--- config.mk ---
export PLATFORM = sky130hd
export DESIGN_NAME = demux_1x2_64line_buf
export DESIGN_NICKNAME = d
export VERILOG_FILES = /design/src/rtl/demux_1x2_64line_buf_pkg.sv /design/src/rtl/demux_1x2_64line_buf_lane.sv /design/src/rtl/demux_1x2_64line_buf.sv
export SDC_FILE = /design/constraint.sdc
export NUM_CORES = 1
export LEC_CHECK = 0
export CAP_MARGIN = 20
export CORE_MARGIN = 2
export CORE_UTILIZATION = 48
export DETAILED_ROUTE_END_ITERATION = 10
export GPL_ROUTABILITY_DRIVEN = 0
export PLACE_DENSITY_LB_ADDON = 0.15
export SLEW_MARGIN = 15
export SYNTH_ARGS = -nofsm -noshare
export SYNTH_HDL_FRONTEND = slang
export SYNTH_SLANG_ARGS = --single-unit
--- constraint.sdc ---
create_clock -name clk -period 8.5 [get_ports clk]
set_input_delay 1.275 -clock clk [delete_from_list [all_inputs] [get_ports clk]]
set_output_delay 1.275 -clock clk [all_outputs]
set_load 0.005 [all_outputs]
--- src/rtl/demux_1x2_64line_buf_pkg.sv ---
`default_nettype none
// ============================================================================
//  Module   : demux_1x2_64line_buf_pkg
//  Brief    : Shared widths, lane indices and helpers for the 1:2 word demux.
//  Revision : 1.0  initial release
// ============================================================================
package demux_1x2_64line_buf_pkg;

   localparam int W_DEFAULT     = 64;
   localparam int CNT_W_DEFAULT = 16;
   localparam int NUM_LANES     = 2;
   localparam int LANE0         = 0;
   localparam int LANE1         = 1;

   typedef logic lane_t;

   // A one-entry buffer can take a word if it is empty or being drained now.
   function automatic logic lane_free(input logic valid, input logic ready);
      return !valid || ready;
   endfunction

endpackage
`default_nettype wire

--- src/rtl/demux_1x2_64line_buf_lane.sv ---
`default_nettype none
// ============================================================================
//  Module   : demux_lane_buf
//  Brief    : One-entry valid/ready output register with accepted-word counter.
//  Revision : 1.0  initial release
// ============================================================================
module demux_lane_buf
   import demux_1x2_64line_buf_pkg::*;
#(
   parameter int W     = W_DEFAULT,
   parameter int CNT_W = CNT_W_DEFAULT
) (
   input  logic             clk,
   input  logic             rst,
   input  logic             wr_en,
   input  logic [W-1:0]     wr_data,
   input  logic             rd_ready,
   output logic [W-1:0]     out_data,
   output logic             out_valid,
   output logic             free,
   output logic [CNT_W-1:0] count
);

   logic [W-1:0]     r_data;
   logic             r_valid;
   logic [CNT_W-1:0] r_count;

   assign free      = lane_free(r_valid, rd_ready);
   assign out_data  = r_data;
   assign out_valid = r_valid;
   assign count     = r_count;

   // wr_en is only raised while free, so a write may overlap a drain.
   always_ff @(posedge clk or posedge rst) begin
      if (rst) begin
         r_data  <= '0;
         r_valid <= 1'b0;
         r_count <= '0;
      end else if (wr_en) begin
         r_data  <= wr_data;
         r_valid <= 1'b1;
         r_count <= r_count + 1'b1;
      end else if (r_valid && rd_ready) begin
         r_valid <= 1'b0;
      end
   end

endmodule
`default_nettype wire

--- src/rtl/demux_1x2_64line_buf.sv ---
`default_nettype none
// ============================================================================
//  Module   : demux_1x2_64line_buf
//  Brief    : Registered 1:2 word demux, lane chosen by s or by alternation.
//  Revision : 1.0  initial release
// ============================================================================
module demux_1x2_64line_buf
   import demux_1x2_64line_buf_pkg::*;
#(
   parameter int W     = W_DEFAULT,
   parameter int CNT_W = CNT_W_DEFAULT
) (
   input  logic             clk,
   input  logic             rst,
   input  logic [W-1:0]     in_data,
   input  logic             in_valid,
   output logic             in_ready,
   input  logic             alt_mode,
   input  logic             s,
   output logic [W-1:0]     out0_data,
   output logic             out0_valid,
   input  logic             out0_ready,
   output logic [W-1:0]     out1_data,
   output logic             out1_valid,
   input  logic             out1_ready,
   output logic [CNT_W-1:0] cnt0,
   output logic [CNT_W-1:0] cnt1
);

   logic                 r_toggle;
   lane_t                w_tgt;
   logic                 w_accept;
   logic [NUM_LANES-1:0] w_free;
   logic [NUM_LANES-1:0] w_lane_ready;
   logic [NUM_LANES-1:0] w_lane_valid;
   logic [W-1:0]         w_lane_data  [NUM_LANES];
   logic [CNT_W-1:0]     w_lane_count [NUM_LANES];

   assign w_tgt    = alt_mode ? r_toggle : s;
   // Strict in-order steering: only the target lane's state gates input.
   assign in_ready = w_free[w_tgt];
   assign w_accept = in_valid && in_ready;

   assign w_lane_ready[LANE0] = out0_ready;
   assign w_lane_ready[LANE1] = out1_ready;

   always_ff @(posedge clk or posedge rst) begin
      if (rst) begin
         r_toggle <= 1'b0;
      end else if (w_accept && alt_mode) begin
         r_toggle <= ~r_toggle;
      end
   end

   for (genvar i = 0; i < NUM_LANES; i++) begin : g_lane
      demux_lane_buf #(
         .W     (W),
         .CNT_W (CNT_W)
      ) u_lane (
         .clk       (clk),
         .rst       (rst),
         .wr_en     (w_accept && (w_tgt == 1'(i))),
         .wr_data   (in_data),
         .rd_ready  (w_lane_ready[i]),
         .out_data  (w_lane_data[i]),
         .out_valid (w_lane_valid[i]),
         .free      (w_free[i]),
         .count     (w_lane_count[i])
      );
   end

   assign out0_data  = w_lane_data[LANE0];
   assign out0_valid = w_lane_valid[LANE0];
   assign cnt0       = w_lane_count[LANE0];
   assign out1_data  = w_lane_data[LANE1];
   assign out1_valid = w_lane_valid[LANE1];
   assign cnt1       = w_lane_count[LANE1];

endmodule
`default_nettype wire

Word level (Yosys, flattened, before mapping)
Index checks and enable logic that the tools add are counted.
- bits in read-only memories: 0
- bits in writable memories: 0
- input port bits: 71
- memories kept: 0
- bits in latches: 0
- output and inout port bits: 163
- flip-flop bits (word level): 163
- reductions and logical operators: 12
- multiplexer cells: 7
- magnitude comparators: 1
- multiply operators: 0
- bitwise operators: 2
- shifts and indexed selects: 0
- equal/unequal tests: 0
- div/mod/pow operators: 0
- add/subtract/negate cells: 2
- operator list (operator ; number):
    adder 16 x 1 -> 16 bit, second input constant ; 2
    2-to-1 mux 1 bit ; 7
    logical AND 1 bit ; 6
    nonzero test 2 bit ; 2
    logical NOT 1 bit ; 2
    logical OR 1 bit ; 2
    < comparator 1 x 2 -> 1 bit, second input constant ; 1
    NOT 1 bit ; 2

Depth between registers and ports, before layout
Gate-level depths: netlist of the first run.
- depth after elaboration: 7
- mapped depth: 7

Modules after synthesis
From an unflattened synthesis of the first run, not the netlist that was laid out.
- cell total of the unflattened synthesis: 407
- area total of the unflattened synthesis: 6383.6 µm²
- modules (own cells, without submodules) (module ; instances ; area an instance (µm²) ; cells an instance):
    demux_lane_buf ; 2 ; 3151.8 ; 199
    demux_1x2_64line_buf ; 1 ; 80.1 ; 9

Least setup slack after synthesis of the first run
No wires, ideal clock.
- path type: input to output
- start: in alt_mode
- end: out in_ready
- buffers on the path: 0
- setup slack: 5.316 ns
- data arrival time: 1.909 ns
- data required time: 7.225 ns
- cell stages on the path: 2
- cells stage by stage: mux2i_2 mux2_2
- longest elaborated chain between the ends: 3
- ends and longest elaborated chain (element ; line ; text):
    from (decl) ; demux_1x2_64line_buf.sv:18 ; input logic alt_mode,
    2-to-1 mux 1 bit ; demux_1x2_64line_buf.sv:39 ; assign w_tgt = alt_mode ? r_toggle : s;
    2-to-1 mux 1 bit (not written as such) (2 in series) ; demux_1x2_64line_buf.sv:41 ; assign in_ready = w_free[w_tgt];
    to (decl) ; demux_1x2_64line_buf.sv:17 ; output logic in_ready,
Every way passes these cells. The select of a mux whose other input is x is not followed.

Worst setup path in the final report of the first run
Same ends and word-level chain as after synthesis.

==> flow_metrics.py, run 1 <==
metrics = {
    "clocking": {
        "hold_buffers": 0,
        "root_buffer": "clkbuf_16",
        "cts_tree": "built",
        "ctsResizeCount": 0,
        "clk_latency_ps": 420,
        "max-clock-path-buffers": 2,
        "clkTransAtPathRegs_ps": 60,
        "cts_max_level": 4,
        "clock_sinks": 163,
        "numCtsBuffers": 17,
        "post_cts_buffers": 0,
    },
    "timing": {
        "post-route-period-util_pct": 50.5,
        "rsz0062_at_grt": "false",
        "finClkSkew_ps": 7.05,
        "layout_setup_ws_ps": 4210,
        "maxSlewHeadroom_pct": 38.6,
        "worst_slew_pin_slew_ps": 920,
        "tns_ps": 0,
        "final_hold_viol_count": 0,
        "finalCriticalPeriod_ps": 4290,
        "finalSetupViolations": 0,
        "clock.fmax_mhz": 233,
        "fin_hold_ws_ps": 468,
        "drv_slew": 0,
    },
    "drt": {
        "wire_per_inst_um": 15.5,
        "route.detailed.drc": 0,
        "first_pass_iters": 5,
        "routed_wirelength_um": 17100,
        "ant_nets": 0,
        "drtIter0Drc": 319,
        "vias": 5479,
        "vias_per_cell": 4.97,
    },
    "synth": {
        "synth_compound_area_share_pct": 0,
        "ys.flop_type": "dfrtp_1",
        "yosysMostFrequentCell": "nand2_1",
        "synthXorXnorAreaFrac_pct": 4.23,
        "yosys.area_share.simple_pct": 28.5,
        "synth-seq-cells": 163,
        "synth_top_family_by_area": "simple AND/OR/NAND/NOR gates",
        "synth_nets": 761,
        "yosysSeqAreaShare_pct": 63.6,
        "syn_area_um2": 6410,
        "yosys-top-cells-count": "nand2_1, dfrtp_1, buf_2",
        "syn_area_per_cell_um2": 9.32,
        "synthDistinctLibCells": 24,
        "synth_top_area_share_pct": 63.6,
        "synthAdderAreaFrac_pct": 0.390,
        "syn_inst": 688,
        "synth_warnings": 0,
        "ys_top_cells_by_area": "dfrtp_1, nand2_1, xnor2_1",
        "synthMuxAreaShare_pct": 0.566,
        "synth_edf_count": 0,
        "synth_largest_area_cell": "dfrtp_1",
        "ys_async_sr_fraction_pct": 100,
    },
    "setup_path": {
        "start_kind": "input pin",
        "path_max_fanout": 4,
        "crit_path_end_kind": "primary output",
        "worstPathRequired_ps": 7220,
        "worstPathArrival_ps": 3020,
        "path_class": "input pin to primary output",
    },
    "grt": {
        "grt_pass1_wl_um": 27400,
        "antenna_found_initial": 0,
        "groute.usage.overall_pct": 24.4,
        "grt_max_degree": 90,
        "grt_overflow_total": 0,
        "grt_pass1_vias": 5445,
    },
    "finish": {
        "postLayoutCoreUtil_pct": 72.0,
        "antenna_cells": 0,
        "seq_area_um2": 4080,
        "post_layout_nonfiller_instances": 1103,
        "fill_cells": 988,
        "multi_input_area_um2": 2160,
        "drive_gt1_share_pct": 4.96,
        "area_growth_pct": 47.6,
        "nets": 987,
    },
    "placement": {
        "hpwlAfterDp_um": 11400,
        "dp_cells": 1071,
        "pre_cts_slack_ps": 4210,
        "io_buffers": 233,
    },
    "pwr": {
        "power_switching_w": 0.000950,
        "vdd_drop_max_uv": 201,
        "power_density_nw_per_um2": 335,
        "power_leakage_nw": 4.62,
        "combPwrFrac_pct": 35.4,
        "p_seq_share_pct": 40.2,
        "p_sw_share_pct": 30.0,
        "intPower_w": 0.00222,
        "p_clk_share_pct": 24.5,
    },
    "floorplan": {
        "die_h_um": 120,
        "fp.dieW_um": 120,
        "pin_count": 234,
        "core-area_um2": 13100,
        "start_util_pct": 48.8,
        "rows": 42,
        "die-area_um2": 14300,
    },
    "worst_hold_path": {
        "hold_path.class": "flop to flop",
    },
    "job": {
        "drv_cap": 0,
    },
    "run_status": {
        "status": "completed",
    },
}
## power by group through the flow
stage | Sequential [W] | Combinational [W] | Clock (W)
after floorplan | 0.00129 | 0.000350 | 0
after global placement | 0.00126 | 0.00110 | 0
after detailed placement | 0.00128 | 0.00113 | 0
after CTS | 0.00127 | 0.00113 | 0.000787
after global routing | 0.00131 | 0.00123 | 0.000825
final | 0.00127 | 0.00112 | 0.000775
## kinds of logic (layout without fill, tap and decap cells)
family,after synthesis,count (layout)
xor+xnor,31,31
simple gates,452,452
mux,3,3
flops,163,163
fa+ha+maj,2,2
buf+inv,37,276
## metrics by stage
step	power [W]	instance area (um^2)
after floorplan	0.00164	6410
after global placement	0.00237	8860
after detailed placement	0.00241	8860
after CTS	0.00319	9460
after global routing	0.00336	9460
final	0.00317	9460
## layer usage
| metal | wire [um] | global-route usage [%] |
|---|---|---|
| met1 | 7250 | 31.1 |
| met2 | 8370 | 39.3 |
| met3 | 1220 | 7.60 |
| met4 | 277 | 9.19 |
| met5 | 0 | 0 |
## area by class of cell
cell class	instances	area share [%]
multi-input combinational	488	22.9
sequential	163	43.1
timing repair buffer	238	25.0
inverter	6	0.291
clock buffer	20	4.72
clock inverter	12	1.65
tap	176	2.33
## final timing paths
path	from	end	slack, ps	cells past startpoint
min reg2reg	g_lane[1].u_lane.count[15]$_DFFE_PP0P_	g_lane[1].u_lane.count[15]$_DFFE_PP0P_	470	1
min in group asynchronous	rst	g_lane[1].u_lane.out_data[14]$_DFFE_PP0P_	1390	2
min	g_lane[1].u_lane.count[15]$_DFFE_PP0P_	g_lane[1].u_lane.count[15]$_DFFE_PP0P_	470	1
max reg2reg	r_toggle$_DFFE_PP0P_	g_lane[1].u_lane.count[15]$_DFFE_PP0P_	6080	5
max	alt_mode	in_ready	4210	4
max in group asynchronous	rst	g_lane[1].u_lane.out_data[21]$_DFFE_PP0P_	5650	3
## cell usage in the layout (no fill, tap or decap), drive strengths merged, types with 2 or more instances in the layout
cell type,synthesis,final
and3,5,5
and4,3,3
buf,25,5
bufinv,0,3
clkbuf,6,20
clkdlybuf4s50,0,233
clkinv,0,4
clkinvlp,0,4
dfrtp,163,163
ha,2,2
inv,6,7
mux2,2,2
nand2,404,404
nand2b,2,2
nand3,9,9
nand4,10,10
nor3,9,9
nor4,7,7
xnor2,18,18
xor2,13,13
## flip-flops by register name (all words and copies together) (netlist names)
register and count:
g_lane.u_lane.out_data 128, g_lane.u_lane.count 32, r_toggle 1, g_lane.u_lane.out_valid 2
## worst max-delay path, stage by stage
cell and delay, ps:
clkdlybuf4s50_1 550, mux2i_2 350, mux2_2 390, clkdlybuf4s50_1 460
Power figures use the tool's default switching activity.
==> run 2, diff against run 1 <==
- CORE_UTILIZATION: 48 -> 40
- clock period: 8.5 -> 3.6 ns (I/O delays scaled with it)
==> run 2 against run 1 <==
Effect of this change: non-clock buffer count up 4; total power up 130%; first-iteration DRC count decreased by 31%; clock-buffer cell count unchanged; sequential share of layout area is 0.29 points lower; die area is 19% higher; combinational power increased by 140%; clock skew up 8.5 ps; flip-flop and latch count did not move; via count shrank 3.6%; wire length grew 1.7%; worst hold slack got worse by 6.6 ps; critical path type unchanged.
==> flow_metrics.py, run 2 (synthesized netlist as in run 1, its figures left out) <==
metrics = {
    "grt": {
        "groute.usage.overall_pct": 21.3,
        "grt_pass1_wl_um": 27700,
        "grt_overflow_total": 0,
        "grt_pass1_vias": 5229,
        "antenna_found_initial": 0,
        "grt_max_degree": 72,
    },
    "floorplan": {
        "start_util_pct": 40.7,
        "die_h_um": 131,
        "die-area_um2": 17100,
        "core-area_um2": 15800,
        "pin_count": 234,
        "rows": 46,
        "fp.dieW_um": 131,
    },
    "finish": {
        "drive_gt1_share_pct": 5.59,
        "post_layout_nonfiller_instances": 1147,
        "fin_area_um2": 9530,
        "mostFrequentLayoutCells": "nand2_1, clkdlybuf4s50_1, dfrtp_1, xnor2_1, clkbuf_16",
        "area_growth_pct": 48.5,
        "final_common_cell": "nand2_1",
        "postLayoutCoreUtil_pct": 60.4,
        "largest_reg_flops": 128,
        "nets": 991,
        "antenna_cells": 0,
    },
    "placement": {
        "hpwlAfterDp_um": 11800,
        "io_buffers": 233,
        "dp_cells": 1115,
        "postPlaceCellArea_um2": 8970,
    },
    "setup_path": {
        "path_class": "input pin to primary output",
        "cp_top_family": "buffers and inverters",
        "crit_top_cell": "clkdlybuf4s50_1",
        "critical-path-max-stage-delay_ps": 540,
        "ff2ff_setup_slack_ps": 1720,
        "r2r-start": "g_lane[1].u_lane.out_valid$_DFFE_PP0P_",
        "timing.rr.end": "g_lane[1].u_lane.out_data[52]$_DFFE_PP0P_",
        "crit_buf_inv": 2,
        "crit_slowest_cell": "clkdlybuf4s50_1",
        "crit_chain": "clkdlybuf4s50_1, mux2i_2, mux2_2, clkdlybuf4s50_1",
        "path_max_fanout": 4,
        "worstPathRequired_ps": 3060,
        "crit_path_end_kind": "primary output",
        "start_kind": "input pin",
        "worstRegToRegCells": 5,
        "worstPathArrival_ps": 2220,
    },
    "drt": {
        "ant_nets": 0,
        "route.detailed.drc": 0,
        "first_pass_iters": 4,
        "drtIter0Drc": 221,
        "wire_per_inst_um": 15.2,
        "vias_per_cell": 4.61,
        "vias": 5282,
        "routed_wirelength_um": 17400,
    },
    "clocking": {
        "clock_sinks": 163,
        "clkTransAtPathRegs_ps": 60,
        "clk_latency_ps": 430,
        "post_cts_buffers": 0,
        "root_buffer": "clkbuf_16",
        "max-clock-path-buffers": 2,
        "cts_tree": "built",
        "numCtsBuffers": 17,
        "cts_max_level": 4,
        "hold_buffers": 0,
        "ctsResizeCount": 0,
    },
    "timing": {
        "post-route-period-util_pct": 76.6,
        "finalCriticalPeriod_ps": 2760,
        "drv_slew": 0,
        "tns_ps": 0,
        "worst_slew_pin_slew_ps": 836,
        "clock.fmax_mhz": 363,
        "finalSetupViolations": 0,
        "maxSlewHeadroom_pct": 44.3,
        "rsz0062_at_grt": "false",
        "final_hold_viol_count": 0,
        "finClkSkew_ps": 15.5,
    },
    "worst_hold_path": {
        "worstHoldStart": "g_lane[1].u_lane.count[15]$_DFFE_PP0P_",
        "hold_path.class": "flop to flop",
        "whs_endpoint": "g_lane[1].u_lane.count[15]$_DFFE_PP0P_",
        "hold_path_depth": 1,
    },
    "pwr": {
        "power_density_nw_per_um2": 769,
        "power_leakage_nw": 4.63,
        "vdd_drop_max_uv": 355,
    },
    "job": {
        "drv_cap": 0,
    },
    "run_status": {
        "status": "completed",
    },
}
run 2: changes by cell type in the layout (fill, tap and decap cells not counted), moves of 2 or more:
cell / previous run / this run
bufinv_16: 3 / 0
clkinv_4: 2 / 5
clkbuf_8: 1 / 3
clkinv_2: 2 / 5
clkbuf_1: 2 / 0
inv_6: 2 / 0
buf_12: 0 / 3
run 2: layer usage:
layer | share of wire [%] | GRT usage [%] | vias up
li1 | - | - | 2596
met1 | 43 | 26.9 | 2498
met2 | 47 | 33.4 | 178
met3 | 9.2 | 9.61 | 10
met4 | 0.83 | 5.76 | 0
met5 | 0 | 0 | -
run 2: worst max path at each step:
stage	depth (start not counted)	start	slack, ps	endpoint
after global routing	4	alt_mode	780	in_ready
after detailed placement	4	alt_mode	840	in_ready
after CTS	4	alt_mode	840	in_ready
after floorplan	1	rst	990	g_lane[0].u_lane.count[0]$_DFFE_PP0P_
final	4	alt_mode	840	in_ready
after global placement	4	alt_mode	860	in_ready
run 2: per-stage QoR:
step / total power [W] / hold WS (ps) / setup slack (ps)
finish: 0.00733 / 461 / 842
floorplan: 0.00386 / 465 / 989
global placement: 0.00567 / 456 / 859
detailed placement: 0.00573 / 461 / 840
CTS: 0.00744 / 471 / 841
global route: 0.00785 / 492 / 776
run 2: final cells by class:
class | count | area [um^2]
Tap cell | 216 | 270
Fill cell | 1410 | 6240
Timing Repair Buffer | 242 | 2440
Sequential cell | 163 | 4080
Clock buffer | 20 | 467
Inverter | 6 | 26.3
Clock inverter | 12 | 83.8
Multi-Input combinational cell | 488 | 2160
run 2: where the power goes:
group          switching, W  internal (W)  total (W)
Sequential         0.000429       0.00255    0.00297
Combinational       0.00109       0.00160    0.00269
Clock              0.000731      0.000935    0.00167
Total               0.00225       0.00508    0.00733
==> run 3, diff against run 2 <==
- CORE_UTILIZATION: 40 -> 45
- clock period: 3.6 -> 2.65 ns (I/O delays scaled with it)
==> run 3 against run 2 <==
Effect of this change: clock skew shrank 7.9 ps; via count grew 3.5%; largest power group unchanged; total power grew 38%; highest routed layer unchanged; non-clock buffer count grew 6; sequential share of layout area shrank 0.067 points.
==> flow_metrics.py, run 3 (synthesized netlist as in run 1, its figures left out) <==
metrics = {
    "timing": {
        "maxSlewHeadroom_pct": 44.0,
        "layout_setup_ws_ps": 236,
        "rsz0062_at_grt": "false",
        "drv_slew": 0,
        "finalCriticalPeriod_ps": 2410,
        "post-route-period-util_pct": 91.1,
        "finClkSkew_ps": 7.61,
        "clock.fmax_mhz": 414,
        "worst_slew_pin_slew_ps": 839,
        "finalSetupViolations": 0,
        "final_hold_viol_count": 0,
        "tns_ps": 0,
    },
    "clocking": {
        "numCtsBuffers": 17,
        "ctsResizeCount": 0,
        "post_cts_buffers": 0,
        "root_buffer": "clkbuf_16",
        "hold_buffers": 0,
        "clock_sinks": 163,
        "cts_max_level": 4,
        "clk_latency_ps": 410,
        "max-clock-path-buffers": 2,
        "clkTransAtPathRegs_ps": 60,
        "cts_tree": "built",
    },
    "setup_path": {
        "worstPathRequired_ps": 2250,
        "crit_start": "alt_mode",
        "worstRegToRegCells": 5,
        "worstPathArrival_ps": 2020,
        "start_kind": "input pin",
        "path_class": "input pin to primary output",
        "path_max_fanout": 3,
        "ff2ff_setup_slack_ps": 940,
        "endpoint": "in_ready",
        "crit_path_end_kind": "primary output",
        "timing.rr.end": "g_lane[1].u_lane.out_data[40]$_DFFE_PP0P_",
        "r2r-start": "r_toggle$_DFFE_PP0P_",
    },
    "floorplan": {
        "pin_count": 234,
        "fp.dieW_um": 123,
        "core-area_um2": 13900,
        "die_h_um": 123,
        "start_util_pct": 46.2,
        "die-area_um2": 15200,
        "rows": 43,
    },
    "drt": {
        "ant_nets": 0,
        "wire_per_inst_um": 15.5,
        "routed_wirelength_um": 17300,
        "route.detailed.drc": 0,
        "vias": 5468,
        "first_pass_iters": 4,
        "drtIter0Drc": 259,
        "vias_per_cell": 4.91,
    },
    "finish": {
        "postLayoutCoreUtil_pct": 68.7,
        "antenna_cells": 0,
        "mostFrequentLayoutCells": "nand2_1, clkdlybuf4s50_1, dfrtp_1, xnor2_1, clkbuf_16",
        "area_growth_pct": 48.8,
        "drive_gt1_share_pct": 5.57,
        "nets": 997,
        "fin_area_um2": 9540,
        "final_common_cell": "nand2_1",
        "largest_reg_flops": 128,
    },
    "grt": {
        "antenna_found_initial": 0,
        "grt_max_degree": 97,
        "grt_pass1_wl_um": 27800,
        "grt_pass1_vias": 5599,
        "groute.usage.overall_pct": 23.7,
        "grt_overflow_total": 0,
    },
    "worst_hold_path": {
        "hold_path.class": "flop to flop",
    },
    "run_status": {
        "status": "completed",
    },
    "placement": {
        "postPlaceCellArea_um2": 8970,
        "io_buffers": 233,
        "hpwlAfterDp_um": 12300,
        "pre_cts_slack_ps": 229,
    },
    "pwr": {
        "power_leakage_nw": 4.66,
        "power_density_nw_per_um2": 1060,
        "vdd_drop_max_uv": 518,
    },
    "job": {
        "drv_cap": 0,
    },
}
## run 3: cell types whose count changed in the layout (fill, tap and decap cells not counted), sizes merged
cell	delta
buf	+6
bufinv	+2
clkbuf	+3
clkinv	-8
clkinvlp	-1
## run 3: final cells by class
cell class	instances	area [um^2]
clock buffer	23	488
clock inverter	5	77.6
fill	1103	4340
inverter	6	26.3
multi-input combinational	488	2160
sequential	163	4080
tap	180	225
timing repair buffer	248	2480
## run 3: metrics by stage
step	power [W]	std cells	hold WS, ps
2_1_floorplan	0.00525	688	465
3_3_place_gp	0.00768	1085	457
3_5_place_dp	0.00780	1085	459
4_1_cts	0.0102	1113	470
5_1_grt	0.0108	1113	495
6_report	0.0101	1113	463
## run 3: worst max-delay path, cell delays in order
cell and delay (ps):
clkdlybuf4s50_1 540, mux2i_2 270, mux2_2 370, clkdlybuf4s50_1 440
## run 3: power breakdown
part	switching (W)	internal [W]
Clock	0.000896	0.00146
Combinational	0.00148	0.00219
Sequential	0.000603	0.00346
## run 3: how the worst min path moves through the flow
stage                                                        start                                       end  slack, ps  depth (start not counted)
after global routing        g_lane[1].u_lane.count[15]$_DFFE_PP0P_    g_lane[1].u_lane.count[15]$_DFFE_PP0P_        500                          1
after CTS                   g_lane[1].u_lane.count[15]$_DFFE_PP0P_    g_lane[1].u_lane.count[15]$_DFFE_PP0P_        470                          1
after detailed placement    g_lane[1].u_lane.count[15]$_DFFE_PP0P_    g_lane[1].u_lane.count[15]$_DFFE_PP0P_        460                          1
after floorplan             g_lane[0].u_lane.count[15]$_DFFE_PP0P_    g_lane[0].u_lane.count[15]$_DFFE_PP0P_        460                          1
final                       g_lane[1].u_lane.count[15]$_DFFE_PP0P_    g_lane[1].u_lane.count[15]$_DFFE_PP0P_        460                          1
after global placement    g_lane[0].u_lane.out_data[4]$_DFFE_PP0P_  g_lane[0].u_lane.out_data[4]$_DFFE_PP0P_        460                          2
## run 3: routing by layer
metal / up-vias / GRT usage (%) / part of all wire [%]
li1: 2598 / - / -
met1: 2663 / 28.8 / 41
met2: 189 / 39.0 / 49
met3: 18 / 7.93 / 8.3
met4: 0 / 9.16 / 1.7
met5: - / 0 / 0
